--- src/rtl/cla_slice_sequencer.sv ---
// Sequences a WIDTH-bit add through one external 8-bit CLA, one byte per clock, chaining carry in a register.
// Optional CLA_SEQ_SUB_EN adds a 'sub' input that turns the operation into op_a - op_b.
module cla_slice_sequencer #(
  parameter int WIDTH = 32
) (
  input  logic             clk,
  input  logic             rst_n,
  input  logic             in_valid,
  output logic             in_ready,
  input  logic [WIDTH-1:0] op_a,
  input  logic [WIDTH-1:0] op_b,
  input  logic             cin,
`ifdef CLA_SEQ_SUB_EN
  input  logic             sub,
`endif
  output logic             out_valid,
  input  logic             out_ready,
  output logic [WIDTH-1:0] sum,
  output logic             cout,
  output logic [7:0]       add_a,
  output logic [7:0]       add_b,
  output logic             add_cin,
  input  logic [7:0]       add_sum,
  input  logic             add_cout,
  output logic [1:0]       dbg_state
);

  // Handshakes: a transfer happens on a rising edge where valid and ready are
  // both high; in_ready is high only in IDLE, out_valid only in DONE, and a
  // raised out_valid holds sum/cout stable until out_ready is seen.

  localparam int NSLICE = WIDTH / 8;
  localparam int IDXW   = (NSLICE > 1) ? $clog2(NSLICE) : 1;
  localparam logic [IDXW-1:0] LAST = IDXW'(NSLICE - 1);

  typedef enum logic [1:0] {
    IDLE = 2'd0,
    BUSY = 2'd1,
    DONE = 2'd2
  } state_t;

  state_t           state_q;
  logic [IDXW-1:0]  idx_q;
  logic [WIDTH-1:0] a_q;
  logic [WIDTH-1:0] b_q;
  logic [WIDTH-1:0] sum_q;
  logic             carry_q;
  logic             cout_q;
  logic             in_ready_q;
  logic             out_valid_q;
  logic             sub_q;
  logic             sub_d;
  logic [7:0]       a_byte_d;
  logic [7:0]       b_byte_d;

`ifdef CLA_SEQ_SUB_EN
  assign sub_d = sub;
`else
  assign sub_d = 1'b0;
`endif

  always_comb begin
    a_byte_d = '0;
    b_byte_d = '0;
    for (int s = 0; s < NSLICE; s++) begin
      if (idx_q == IDXW'(s)) begin
        a_byte_d = a_q[8*s +: 8];
        b_byte_d = b_q[8*s +: 8];
      end
    end
  end

  // Adder inputs are forced to zero whenever no slice is in flight.
  assign add_a     = (state_q == BUSY) ? a_byte_d : 8'h00;
  assign add_b     = (state_q == BUSY) ? (sub_q ? ~b_byte_d : b_byte_d) : 8'h00;
  assign add_cin   = (state_q == BUSY) && carry_q;
  assign in_ready  = in_ready_q;
  assign out_valid = out_valid_q;
  assign sum       = sum_q;
  assign cout      = cout_q;
  assign dbg_state = state_q;

  always_ff @(posedge clk or negedge rst_n) begin
    if (!rst_n) begin
      state_q     <= IDLE;
      idx_q       <= '0;
      a_q         <= '0;
      b_q         <= '0;
      sum_q       <= '0;
      carry_q     <= 1'b0;
      cout_q      <= 1'b0;
      in_ready_q  <= 1'b1;
      out_valid_q <= 1'b0;
      sub_q       <= 1'b0;
    end else begin
      case (state_q)
        IDLE: begin
          if (in_valid) begin
            a_q        <= op_a;
            b_q        <= op_b;
            sub_q      <= sub_d;
            // Subtraction is a + ~b + 1, so the chain starts with carry set.
            carry_q    <= sub_d | cin;
            idx_q      <= '0;
            in_ready_q <= 1'b0;
            state_q    <= BUSY;
          end
        end
        BUSY: begin
          for (int s = 0; s < NSLICE; s++) begin
            if (idx_q == IDXW'(s)) sum_q[8*s +: 8] <= add_sum;
          end
          carry_q <= add_cout;
          if (idx_q == LAST) begin
            cout_q      <= add_cout;
            idx_q       <= '0;
            out_valid_q <= 1'b1;
            state_q     <= DONE;
          end else begin
            idx_q <= idx_q + 1'b1;
          end
        end
        DONE: begin
          if (out_ready) begin
            out_valid_q <= 1'b0;
            in_ready_q  <= 1'b1;
            state_q     <= IDLE;
          end
        end
        default: begin
          out_valid_q <= 1'b0;
          in_ready_q  <= 1'b1;
          state_q     <= IDLE;
        end
      endcase
    end
  end

endmodule
--- config.mk ---
export PLATFORM = sky130hd
export DESIGN_NAME = cla_slice_sequencer
export DESIGN_NICKNAME = d
export VERILOG_FILES = /design/src/rtl/cla_slice_sequencer.sv
export SDC_FILE = /design/constraint.sdc
export NUM_CORES = 1
export LEC_CHECK = 0
export ABC_AREA = 1
export CAP_MARGIN = 30
export CELL_PAD_IN_SITES_DETAIL_PLACEMENT = 0
export CELL_PAD_IN_SITES_GLOBAL_PLACEMENT = 1
export CORE_UTILIZATION = 35
export DETAILED_ROUTE_END_ITERATION = 8
export GPL_ROUTABILITY_DRIVEN = 0
export PLACE_DENSITY_LB_ADDON = 0.1
export SYNTH_ARGS = -nofsm -noshare
export SYNTH_HDL_FRONTEND = slang
export SYNTH_SLANG_ARGS = --single-unit
--- constraint.sdc ---
create_clock -name clk -period 2.2 [get_ports clk]
set_clock_uncertainty 0.15 [all_clocks]
set_input_delay 0.22 -clock clk [delete_from_list [all_inputs] [get_ports clk]]
set_output_delay 0.22 -clock clk [all_outputs]
set_load 0.05 [all_outputs]
==> reports/metrics.cfg <==
[place]
dp_hpwl_mm = 8.72
pre_cts_ws_ns = 0.321
place_area_um2 = 6090
numPortBuffers = 131
dp.cells = 860

[global_routing]
grt_max_degree = 52
grtUsageTotal = 0.194
antenna_found_initial = 0
grt_pass1_wl_mm = 19.7
grt_pass1_vias = 4021
grt_overflow = 0

[drt]
wl_per_cell_um = 15.1
drt_pass1_iterations = 4
num_vias = 4069
drt-total-wl_mm = 13.4
viasPerCell = 4.58
ant_nets = 0
drt_first_iter_violations = 189
drc_errors = 0

[power]
power_density_nw_per_um2 = 1750
p_leak_nw = 3.39
power_mw = 12.1
peakVddDrop_v = 0.00101

[floorplan]
coreArea_um2 = 12800
io_pins = 132
die_w_um = 117
dieArea_um2 = 13700
initial_core_util = 0.363
die_y_um = 117
rows = 41

[setup_path]
worst-path-max-fanout = 9
slowest_delay_ns = 0.46
crit_arrival_ns = 1.83
crit_chain = buf_6, ha_4, buf_12, a21oi_1, nand2_1, nand2_1, nand2_1, buf_6
worstPathRequired_ns = 1.83
r2r_setup_slack_ns = 0.42
end_kind = output port
crit_type = flip-flop to output port
critical_path_buf_inv_count = 3
critPathLaunchType = flip-flop
slowest_stage = dfrtp_2
crit_top_cell = nand2_1
critical_path.top_delay_family = buffers and inverters

[synth]
netlist_area_um2 = 4640
synth_top_area_frac = 0.556
synthAdderAreaFrac = 0.0108
synth_top_family_by_area = simple AND/OR/NAND/NOR gates
yosysWarnings = 0
synth_async_sr_flop_share = 1.00
synth_xor_area_frac = 0
synth_flop_cell = dfrtp_1
synth_seq_cells = 104
yosysMostFrequentCell = nand2_1
syn_inst = 570
syn_avg_cell_area_um2 = 8.14
synth_edf_count = 0
synth.area.top_cells = dfrtp_1 (56%), nand2_1 (24%), o21ai_0 (3.6%), nor2_1 (2.7%), nand3_1 (2.4%)
synth_compound_area_frac = 0.0545
yosys.area.top_type = dfrtp_1
synthMuxAreaShare = 0
yosys.area_share.simple = 0.314
synth_nets = 652
synth-seq-area-share = 0.561
synth.distinct_cells = 22
synth_common_cells = nand2_1 (295), dfrtp_1 (103), nor2_1 (33), o21ai_0 (33), nand3_1 (22)

[layout]
stdcell_count = 888
antennaDiodeCount = 0
final_util = 0.538
syn2layout_area_growth_pct = 48.2
fin_nets = 793
drive_gt1_frac = 0.186
fill_cells = 1240
design_area_um2 = 6880

[timing]
relSlewSlack = 0.637
setup_ws_ns = -0.00430
min_period_ns = 2.20
drv_slew = 0
setup_tns_ns = -0.00430
whs_ns = 0.154
worst_pin_slew_ns = 0.543
fmax_mhz = 454
hold_viol_final = 0
finalSetupViolations = 1
layout_worst_path_cycle_share = 1.00
rsz0062_at_grt = yes

[clocking]
htreeDepth = 3
clk_pin_slew_ns = 0.07
cts_tree = done
cts_buffer_depth = 2
cts_sinks = 104
cts_root_buffer = clkbuf_16
cts_buffers = 9
clk_latency_ns = 0.36

[hold_path]
min_path_type = input port to asynchronous set/reset pin

[run_status]
violations = setup timing
status = complete, but fails checks

[job]
drv_cap = 0

final cells by class:
class / instances / area, um2 / area share
clock buffer: 10 / 229 / 0.0333
clock inverter: 6 / 48.8 / 0.00709
inverter: 18 / 80.1 / 0.0116
multi-input combinational: 419 / 1970 / 0.286
sequential: 104 / 2610 / 0.379
tap: 172 / 215 / 0.0313
timing repair buffer: 159 / 1730 / 0.251
layout by cell type, fill, tap and decap left out, drive strengths merged:
cell type	n
ha	4
a21oi	16
dfstp	1
dfrtp	103
nand2	306
o31ai	1
dlygate4sd3	1
nor2	36
clkinv	1
inv	21
buf	40
clkbuf	15
clkdlybuf4s50	113
clkinvlp	2
nand3	23
o21ai	33
final timing paths:
path | startpoint | to | depth (start not counted)
worst max-delay path | idx_q[0] | add_b[7] | 8
worst min-delay path | rst_n | a_q[24] | 2
worst max register to register | idx_q[0] | sum[22] | 5
worst min register to register | in_ready | in_ready | 2
max in group asynchronous | rst_n | b_q[11] | 3
min in group clk | op_b[28] | b_q[28] | 3
repair_timing:
item / in CTS / in global routing
gates cloned: 0 / 6
resized for setup: 5 / 93
hold buffers: 1 / 0
pin swaps: 0 / 23
buffers inserted: 0 / 5
endpoints found under the setup margin: 17 / 16
endpoints found under the hold margin: 91 / 0
where the power goes:
group / switching, mW / total, mW / internal, mW / leakage, nW
clock: 0.752 / 1.53 / 0.782 / 0.131
sequential: 0.624 / 3.48 / 2.85 / 1.28
combinational: 4.44 / 7.05 / 2.61 / 1.98
worst register-to-register path, delay by kind of cell (launching register included):
family,cells,cell delay [ns]
flops,1,0.46
simple gates,1,0.33
buf+inv,2,0.30
compound gates,1,0.30
fa+ha+maj,1,0.16
cell families after synthesis:
family                     count (synthesis)
AOI/OAI and AO/OA                         50
adders and majority gates                  4
buffers and inverters                     47
DFF                                      104
and+or+nand+nor                          365
metal layers:
layer  up-vias  global-route usage  wire [um]
li1       2039                   -          -
met1      1899               0.245       5970
met2       117               0.322       6490
met3        14              0.0618        755
met4         0              0.0532        204
met5         -                   0          0
flip-flops by register name, summed over array words and instances (netlist names):
register / cells
b_q: 32
a_q: 32
sum: 32
out_valid: 1
dbg_state: 2
carry_q: 1
idx_q: 2
in_ready: 1
cout: 1
(Power assumes the default switching activity.)
